===== src/rtl/i2c_pkg.sv =====
// Shared definitions for the I2C target: FSM state encoding and ACK levels.
package i2c_pkg;

  localparam logic [2:0] StIdle       = 3'd0;
  localparam logic [2:0] StAddress    = 3'd1;
  localparam logic [2:0] StAddressAck = 3'd2;
  localparam logic [2:0] StPointer    = 3'd3;
  localparam logic [2:0] StWriteData  = 3'd4;
  localparam logic [2:0] StReadData   = 3'd5;
  localparam logic [2:0] StReadAck    = 3'd6;
  localparam logic [2:0] StIgnore     = 3'd7;

  localparam logic I2C_ACK  = 1'b0;
  localparam logic I2C_NACK = 1'b1;

endpackage


===== src/rtl/i2c_line_conditioner.sv =====
// Conditions one raw I2C pin: 2-flop synchronizer, optional glitch filter
// (I2C_TARGET_GLITCH_FILTER_EN), and a delayed copy for edge detection.
module i2c_line_conditioner #(
  parameter int unsigned FILTER_LENGTH = 4
) (
  input  logic clock,
  input  logic reset_n,
  input  logic line_input,
  output logic level,
  output logic rise,
  output logic fall
);

  logic sync_first_q;
  logic sync_second_q;
  logic previous_q;
  logic filtered;

  always_ff @(posedge clock) begin
    if (!reset_n) begin
      sync_first_q  <= 1'b1;
      sync_second_q <= 1'b1;
      previous_q    <= 1'b1;
    end else begin
      sync_first_q  <= line_input;
      sync_second_q <= sync_first_q;
      previous_q    <= filtered;
    end
  end

`ifdef I2C_TARGET_GLITCH_FILTER_EN
  localparam int unsigned CountWidth = (FILTER_LENGTH > 1) ? $clog2(FILTER_LENGTH) : 1;

  logic [CountWidth-1:0] count_q;
  logic                  filter_q;

  // The filtered value follows only after FILTER_LENGTH consecutive differing samples.
  always_ff @(posedge clock) begin
    if (!reset_n) begin
      filter_q <= 1'b1;
      count_q  <= '0;
    end else if (sync_second_q == filter_q) begin
      count_q <= '0;
    end else if (count_q == CountWidth'(FILTER_LENGTH - 1)) begin
      filter_q <= sync_second_q;
      count_q  <= '0;
    end else begin
      count_q <= count_q + CountWidth'(1);
    end
  end

  assign filtered = filter_q;
`else
  logic unused_filter_length;
  assign unused_filter_length = ^FILTER_LENGTH;
  assign filtered = sync_second_q;
`endif

  assign level = filtered;
  assign rise  = filtered & ~previous_q;
  assign fall  = ~filtered & previous_q;

endmodule


===== src/rtl/i2c_target_registers.sv =====
// I2C target exposing a byte-wide register window behind an 8-bit pointer.
// Optional input glitch filter enabled by defining I2C_TARGET_GLITCH_FILTER_EN.
module i2c_target_registers
  import i2c_pkg::*;
#(
  parameter logic [6:0]  ADDRESS        = 7'h50,
  parameter int unsigned REGISTER_COUNT = 24,
  parameter int unsigned FILTER_LENGTH  = 4
) (
  input  logic       clock,
  input  logic       reset_n,
  input  logic       scl_input,
  output logic       scl_output,
  input  logic       sda_input,
  output logic       sda_output,
  output logic [7:0] register_address,
  output logic       register_write,
  output logic [7:0] register_write_data,
  output logic       register_read,
  input  logic [7:0] register_read_data,
  output logic       busy
);

  logic scl_level, scl_rise, scl_fall;
  logic sda_level, sda_rise, sda_fall;

  i2c_line_conditioner #(.FILTER_LENGTH(FILTER_LENGTH)) u_scl (
    .clock      (clock),
    .reset_n    (reset_n),
    .line_input (scl_input),
    .level      (scl_level),
    .rise       (scl_rise),
    .fall       (scl_fall)
  );

  i2c_line_conditioner #(.FILTER_LENGTH(FILTER_LENGTH)) u_sda (
    .clock      (clock),
    .reset_n    (reset_n),
    .line_input (sda_input),
    .level      (sda_level),
    .rise       (sda_rise),
    .fall       (sda_fall)
  );

  logic [2:0] state_q, state_d;
  logic [3:0] bit_count_q, bit_count_d;
  logic [7:0] shift_q, shift_d;
  logic [7:0] address_q, address_d;
  logic [7:0] write_data_q, write_data_d;
  logic       rw_q, rw_d;
  logic       byte_done_q, byte_done_d;
  logic       ack_phase_q, ack_phase_d;
  logic       sda_out_q, sda_out_d;
  logic       busy_q, busy_d;
  logic       write_q, write_d;
  logic       read_q, read_d;
  logic       bus_start, bus_stop, in_range;

  assign bus_start = scl_level & sda_fall;
  assign bus_stop  = scl_level & sda_rise;
  assign in_range  = 32'(address_q) < REGISTER_COUNT;

  always_comb begin
    state_d      = state_q;
    bit_count_d  = bit_count_q;
    shift_d      = shift_q;
    address_d    = address_q;
    write_data_d = write_data_q;
    rw_d         = rw_q;
    byte_done_d  = byte_done_q;
    ack_phase_d  = ack_phase_q;
    sda_out_d    = sda_out_q;
    busy_d       = busy_q;
    write_d      = 1'b0;
    read_d       = 1'b0;
    if (bus_start) begin
      state_d     = StAddress;
      bit_count_d = '0;
      byte_done_d = 1'b0;
      ack_phase_d = 1'b0;
      sda_out_d   = 1'b1;
      busy_d      = 1'b1;
    end else if (bus_stop) begin
      state_d     = StIdle;
      bit_count_d = '0;
      byte_done_d = 1'b0;
      ack_phase_d = 1'b0;
      sda_out_d   = 1'b1;
      busy_d      = 1'b0;
    end else begin
      // User read data is captured on the strobe cycle, one clock after the SCL fall.
      if (read_q) begin
        shift_d   = register_read_data;
        sda_out_d = register_read_data[7];
      end
      case (state_q)
        StAddress: begin
          if (scl_rise) begin
            shift_d     = {shift_q[6:0], sda_level};
            bit_count_d = bit_count_q + 4'd1;
            if (bit_count_q == 4'd7) begin
              ack_phase_d = 1'b0;
              if (shift_q[6:0] == ADDRESS) begin
                state_d = StAddressAck;
                rw_d    = sda_level;
              end else begin
                state_d = StIgnore;
              end
            end
          end
        end
        StAddressAck: begin
          if (scl_fall) begin
            if (!ack_phase_q) begin
              sda_out_d   = I2C_ACK;
              ack_phase_d = 1'b1;
            end else begin
              ack_phase_d = 1'b0;
              byte_done_d = 1'b0;
              bit_count_d = '0;
              sda_out_d   = 1'b1;
              if (!rw_q) begin
                state_d = StPointer;
              end else begin
                state_d = StReadData;
                read_d  = in_range;
                shift_d = 8'hFF;
              end
            end
          end
        end
        StPointer, StWriteData: begin
          if (scl_rise && !byte_done_q) begin
            shift_d     = {shift_q[6:0], sda_level};
            bit_count_d = bit_count_q + 4'd1;
            if (bit_count_q == 4'd7) begin
              byte_done_d = 1'b1;
              if (state_q == StPointer) address_d = {shift_q[6:0], sda_level};
            end
          end
          if (scl_fall && byte_done_q) begin
            if (!ack_phase_q) begin
              sda_out_d   = I2C_ACK;
              ack_phase_d = 1'b1;
              if (state_q == StWriteData) begin
                write_d      = in_range;
                write_data_d = shift_q;
              end
            end else begin
              sda_out_d   = 1'b1;
              ack_phase_d = 1'b0;
              byte_done_d = 1'b0;
              bit_count_d = '0;
              state_d     = StWriteData;
              if (state_q == StWriteData) address_d = address_q + 8'd1;
            end
          end
        end
        StReadData: begin
          if (scl_rise) bit_count_d = bit_count_q + 4'd1;
          if (scl_fall) begin
            if (bit_count_q == 4'd8) begin
              sda_out_d   = 1'b1;
              ack_phase_d = 1'b0;
              state_d     = StReadAck;
            end else begin
              shift_d   = {shift_q[6:0], 1'b0};
              sda_out_d = shift_q[6];
            end
          end
        end
        StReadAck: begin
          if (scl_rise && !ack_phase_q) begin
            if (sda_level == I2C_NACK) begin
              state_d = StIgnore;
            end else begin
              address_d   = address_q + 8'd1;
              ack_phase_d = 1'b1;
            end
          end
          if (scl_fall && ack_phase_q) begin
            ack_phase_d = 1'b0;
            bit_count_d = '0;
            state_d     = StReadData;
            read_d      = in_range;
            shift_d     = 8'hFF;
            sda_out_d   = 1'b1;
          end
        end
        StIdle, StIgnore: ;
        default: state_d = StIdle;
      endcase
    end
  end

  always_ff @(posedge clock) begin
    if (!reset_n) begin
      state_q      <= StIdle;
      bit_count_q  <= '0;
      shift_q      <= '0;
      address_q    <= '0;
      write_data_q <= '0;
      rw_q         <= 1'b0;
      byte_done_q  <= 1'b0;
      ack_phase_q  <= 1'b0;
      sda_out_q    <= 1'b1;
      busy_q       <= 1'b0;
      write_q      <= 1'b0;
      read_q       <= 1'b0;
    end else begin
      state_q      <= state_d;
      bit_count_q  <= bit_count_d;
      shift_q      <= shift_d;
      address_q    <= address_d;
      write_data_q <= write_data_d;
      rw_q         <= rw_d;
      byte_done_q  <= byte_done_d;
      ack_phase_q  <= ack_phase_d;
      sda_out_q    <= sda_out_d;
      busy_q       <= busy_d;
      write_q      <= write_d;
      read_q       <= read_d;
    end
  end

  assign scl_output          = 1'b1;
  assign sda_output          = sda_out_q;
  assign register_address    = address_q;
  assign register_write      = write_q;
  assign register_write_data = write_data_q;
  assign register_read       = read_q;
  assign busy                = busy_q;

endmodule


===== config.mk =====
export PLATFORM = sky130hd
export DESIGN_NAME = i2c_target_registers
export DESIGN_NICKNAME = d
export VERILOG_FILES = /design/src/rtl/i2c_pkg.sv /design/src/rtl/i2c_line_conditioner.sv /design/src/rtl/i2c_target_registers.sv
export SDC_FILE = /design/constraint.sdc
export NUM_CORES = 1
export LEC_CHECK = 0
export ABC_AREA = 1
export ABC_CLOCK_PERIOD_IN_PS = 5000
export CAP_MARGIN = 20
export CORE_ASPECT_RATIO = 0.7
export CORE_MARGIN = 1.5
export CORE_UTILIZATION = 35
export CTS_BUF_LIST = sky130_fd_sc_hd__clkbuf_8 sky130_fd_sc_hd__clkbuf_16
export DETAILED_ROUTE_END_ITERATION = 6
export PLACE_DENSITY = 0.64
export SETUP_SLACK_MARGIN = 0.5
export SLEW_MARGIN = 20
export SYNTH_ARGS = -nofsm -noshare
export SYNTH_HDL_FRONTEND = slang
export SYNTH_SLANG_ARGS = --single-unit

===== constraint.sdc =====
create_clock -name clock -period 5 [get_ports clock]
set_clock_uncertainty 0.15 [all_clocks]
set_input_delay 1 -clock clock [delete_from_list [all_inputs] [get_ports clock]]
set_output_delay 1 -clock clock [all_outputs]
set_load 0.1 [all_outputs]

==> results.md, run 1 <==
- CTS tree: done
- First-pass GRT wire length: 15.5 mm
- Worst Path Arrival: 2.15 ns
- Final min period: 3.30 ns
- Final Max Tran Viols: 0
- Final ANT Viol Nets: 0
- Clock power frac: 29.0%
- Ant diodes: 0
- Synth Register Bits: 44
- Setup crit end kind: output pin
- Hold Buf Count CTS: 0
- Drt initial violations: 379
- Pin count of the biggest net entering global routing: 23
- CTS Buffer Depth: 2
- Worst-path fanout max: 14
- Initial antenna violation count: 0
- Critical Path Stages: 1
- Placer's final routability congestion estimate: 0.917
- Layout cells sized above 1: 6.91%
- Residual DRC count: 0
- Setup Buffers After CTS: 0
- Sequential power share: 32.7%
- Htree depth: 2
- Cts repair resizes: 0
- Vias in the first global route: 2986
- Final period utilization: 66.1%
- Clk root buf: clkbuf_16
- Slowest CP cell: clkdlybuf4s50_1
- Max-cap violations: 0
- Sw power: 0.000547 W
- Worst slew margin: 34.3%
- P per Cell Area: 369 nW/um^2
- Max Fclk: 303 MHz
- Final Setup Violations: 0
- Part of the Yosys area used for sequential elements: 29.4%
- Final net count: 535
- Mean area per synthesized cell: 6.04 sq um
- GRT Resource Usage Total: 21.9%
- Worst endpoint required time: 3.85 ns
- Layout fillers: 889
- Crit-path max cell delay: 1.23 ns
- Remaining Overflow, GRT: 0
- VDD IR-drop max: 0.162 mV
- Num CTS Buffers: 5
- Syn Nets: 511
- Leak: 1.53 nW
- Sum Neg Setup Slack: 0 ns
- IO Count: 33
- R2R cell count: 10
- CP delay by family, top: buffers and inverters
- Area grow syn2layout: 17.4%
- Unrepaired setup endpoints after global routing: no
- TritonRoute pass-1 iters: 5
- Post-synthesis cell count: 496
- Gate power share: 38.4%
- Initial core utilization: 35.8%
- CP bufs+invs: 1
- Measured slew at the worst slew-check pin: 0.983 ns
- Die height: 80.4 um
- Total number of vias: 3470
- Die area: 9140 sq um
- Skew-Pair Late Insertion Delay: 0.29 ns
- Port Buffers: 31
- DP Wirelength: 7.19 mm
- Final hold violations: 0
- Detail-routed via count per cell: 5.54
- Crit path cell chain: clkdlybuf4s50_1
- Yosys warnings: 0
- Drt wl/cell: 15.4 um
- Core ar.: 8370 sq um
- WHS Path Cells: 1
- Row cnt: 28
- Post-synth cell types: 33
- Clock transition at path regs: 0.06 ns
- Post-Route WL: 9.64 mm
- Worst setup SP type: register
- Critical path class: reg2out
- Net Sw Frac: 42.1%
- Die W: 114 um
- Mapped cell area: 3000 sq um
- Total power: 0.00130 W
- Outcome: finished clean
- Num Clock Sinks: 44
- Hold Crit Class: reg2reg
- Pint: 0.000752 W
-- path summary, 6_finish.rpt --
| path | from | to | slack, ns |
|---|---|---|---|
| min | u_sda.sync_first_q | u_sda.level | 0.26 |
| max | register_read | register_read | 1.70 |
| min reg2reg | u_sda.sync_first_q | u_sda.level | 0.26 |
| max reg2reg | state_q[2] | register_address[4] | 2.65 |
-- cell usage after synthesis, drive strengths merged --
library cell	instances	area share, %
nand3	54	9.8
o22ai	3	0.63
a211oi	1	0.25
xnor2	2	0.58
clkbuf	5	0.63
nand2	131	17
xor2	1	0.29
nor3	4	0.67
nand3b	1	0.25
a31oi	1	0.21
nand4	3	0.63
buf	9	2.2
inv	55	6.9
o211ai	7	1.8
or2	7	1.5
a21oi	42	7.0
o31ai	1	0.25
ha	3	1.3
o211a	1	0.33
dfxtp	44	29
conb	1	0.13
nor2	57	8.0
o21ai	63	11
-- layout by cell type, fill, tap and decap left out, drive strengths merged --
cell type      count
o211a              1
a31oi              1
inv               56
xor2               1
a211oi             1
conb               1
o22ai              3
o21ai             63
nor2              57
nand3b             1
clkdlybuf4s50     31
a21oi             42
ha                 3
clkinv             1
xnor2              2
nand3             54
o31ai              1
nand2            131
clkbuf             5
or2                7
nand4              3
o211ai             7
bufinv             1
nor3               4
dfxtp             44
-- power by group through the flow --
stage	logic, W	registers, W	clock network, W
after floorplan	0.000348	0.000434	0
after global placement	0.000481	0.000431	0
after detailed placement	0.000479	0.000431	0
after CTS	0.000481	0.000423	0.000382
after global routing	0.000545	0.000429	0.000400
final	0.000499	0.000424	0.000376
-- layer usage --
layer  GRT usage [%]  wire [um]  up-vias
met1            33.1       4600     1600
met3            4.60       1100       10
met5               0          0        -
met4            5.25         65        0
li1                -          -     1685
met2            31.2       3870      175
-- kinds of logic (layout without fill, tap and decap cells) --
family | Yosys count | after routing | synth area share [%]
other | 1 | 1 | 0.125
flip-flops | 44 | 44 | 29.4
AO/OA/AOI/OAI | 119 | 119 | 21.0
XOR/XNOR | 3 | 3 | 0.877
buffers and inverters | 69 | 94 | 9.68
AND/OR/NAND/NOR | 257 | 257 | 37.7
adder cells (fa/ha/maj) | 3 | 3 | 1.25
-- metrics by stage --
step / setup slack [ns] / area [sq um] / instances / hold slack [ns] / util [%]
final: 1.70 / 3520 / 626 / 0.264 / 42.0
after global routing: 1.67 / 3520 / 626 / 0.278 / 42.0
after CTS: 1.74 / 3520 / 626 / 0.268 / 42.0
after detailed placement: 1.67 / 3360 / 618 / 0.253 / 40.1
after global placement: 1.71 / 3360 / 618 / 0.245 / 40.1
after floorplan: 2.81 / 3000 / 496 / 0.243 / -
-- state kept, by name, summed over array words and instances (netlist names), 3 cells and up --
| register | cells |
|---|---|
| register_write_data | 8 |
| state_q | 3 |
| bit_count_q | 4 |
| register_address | 8 |
| shift_q | 8 |
-- layout make-up --
cell class              count  area [sq um]  area share [%]
multi-input cells         383          1830            51.9
clock inverters             3          38.8            1.10
inverters                  55           206            5.87
clock buffers               5           125            3.55
flip-flops and latches     44           881            25.0
well taps                 105           131            3.73
repair buffers             31           310            8.82
(Power assumes the default switching activity.)
==> run 2, diff against run 1 <==
ABC_CLOCK_PERIOD_IN_PS = 3000   (was 5000)
PLACE_DENSITY = 0.66   (was 0.64)
clock period = 3 ns   (was 5 ns; I/O delays follow)
==> run 2 against run 1 <==
Compared with the run above: critical path depth rose by 9; flip-flop and latch count did not move; sequential power rose by 67%; largest cell class unchanged.
==> results.md, run 2 (synthesized netlist as in run 1, its figures left out) <==
- Total number of vias: 3431
- Max Fclk: 440 MHz
- TritonRoute pass-1 iters: 6
- Most common cell after layout, fill and taps aside: nand2_1
- Crit path cell chain: nand2_1, nor2_2, inv_2, nand2_1, nand3_2, inv_2, nand3_1, nand2_1, inv_1, nor2_1
- Htree depth: 2
- Setup crit end kind: register
- Max-cap violations: 0
- Pin count of the biggest net entering global routing: 22
- First-pass GRT wire length: 15.3 mm
- Area grow syn2layout: 16.7%
- Crit-path max cell delay: 0.55 ns
- Final hold violations: 0
- Drt initial violations: 518
- Die height: 80.4 um
- Initial antenna violation count: 0
- P per Cell Area: 638 nW/um^2
- Final period utilization: 75.8%
- Row cnt: 28
- Final ANT Viol Nets: 0
- CTS tree: done
- Worst-path fanout max: 13
- Hold Buf Count CTS: 0
- Post-Route WL: 9.56 mm
- GRT Resource Usage Total: 21.7%
- Residual DRC count: 0
- Sequential power share: 31.8%
- CP delay by family, top: simple AND/OR/NAND/NOR gates
- Commonest non-fill, non-tap cells in the layout: nand2_1 (127), o21ai_0 (59), nor2_1 (51), nand3_1 (49), inv_1 (47)
- Sw power: 0.000895 W
- Detail-routed via count per cell: 5.48
- Min Hold Slack: 0.268 ns
- Final Max Tran Viols: 0
- Setup Buffers After CTS: 0
- Measured slew at the worst slew-check pin: 0.528 ns
- Port Buffers: 31
- Cts repair resizes: 0
- Clock transition at path regs: 0.06 ns
- Top cell by count, worst path: nand2_1
- Num CTS Buffers: 5
- Drt wl/cell: 15.3 um
- Hold Crit Class: reg2reg
- Initial core utilization: 35.8%
- Vias in the first global route: 2942
- Worst setup SP type: register
- Core ar.: 8370 sq um
- Clock power frac: 31.6%
- Leak: 1.58 nW
- Die W: 114 um
- Die area: 9140 sq um
- Slowest CP cell: dfxtp_1
- Remaining Overflow, GRT: 0
- Final min period: 2.27 ns
- Worst slew margin: 64.7%
- Clk root buf: clkbuf_16
- Outcome: finished clean
- Layout cells sized above 1: 10.9%
- Critical path class: reg2reg
- Final Setup Violations: 0
- Net Sw Frac: 40.1%
- Worst endpoint required time: 3.07 ns
- Pint: 0.00134 W
- DP Wirelength: 7.05 mm
- Worst Path Arrival: 2.35 ns
- IO Count: 33
- CP bufs+invs: 3
- Gate power share: 36.6%
- Final net count: 536
- Num Clock Sinks: 44
- Skew-Pair Late Insertion Delay: 0.29 ns
- Unrepaired setup endpoints after global routing: no
- CTS Buffer Depth: 2
- Placer's final routability congestion estimate: 0.965
- Sum Neg Setup Slack: 0 ns
- Ant diodes: 0
- VDD IR-drop max: 0.238 mV
==> run 2: layout make-up <==
class,instances,area [sq um]
repair buffers,32,268
inverters,55,206
well taps,105,131
clock inverters,2,60.1
multi-input cells,383,1830
flip-flops and latches,44,881
clock buffers,5,125
fillers,904,4870
==> run 2: final timing paths <==
path | from | cells after the start | endpoint | slack (ns)
max | state_q[2] | 10 | register_address[5] | 0.73
min | u_scl.sync_first_q | 1 | u_scl.level | 0.27
max reg2reg | state_q[2] | 10 | register_address[5] | 0.73
min reg2reg | u_scl.sync_first_q | 1 | u_scl.level | 0.27
==> run 2: power groups by stage <==
stage	sequential (W)	combinational (W)	clock [W]
after global placement	0.000719	0.000788	0
final	0.000709	0.000817	0.000704
after floorplan	0.000724	0.000580	0
after CTS	0.000706	0.000788	0.000710
after detailed placement	0.000718	0.000783	0
after global routing	0.000715	0.000900	0.000730
==> run 2: per-stage QoR <==
step / power, W / instances / setup WS, ns / cell area, sq um / utilization, %
floorplan: 0.00130 / 496 / 0.814 / 3000 / -
global placement: 0.00151 / 619 / 0.859 / 3310 / 39.6
detailed placement: 0.00150 / 619 / 0.779 / 3310 / 39.6
CTS: 0.00220 / 626 / 0.779 / 3500 / 41.8
global route: 0.00234 / 626 / 0.516 / 3500 / 41.8
finish: 0.00223 / 626 / 0.727 / 3500 / 41.8
==> run 2: worst reg2reg max path, delay by kind of cell (launching register included) <==
kind	cells	cell delay (ns)
buf+inv	3	0.35
flops	1	0.55
simple gates	7	1.16
==> run 2: per-layer routing <==
metal / vias to the layer above / wire (um) / global-route usage (%)
met5: - / 0 / 0
met2: 194 / 3830 / 31.1
li1: 1679 / - / -
met3: 13 / 1150 / 6.72
met4: 0 / 106 / 5.75
met1: 1545 / 4470 / 31.3
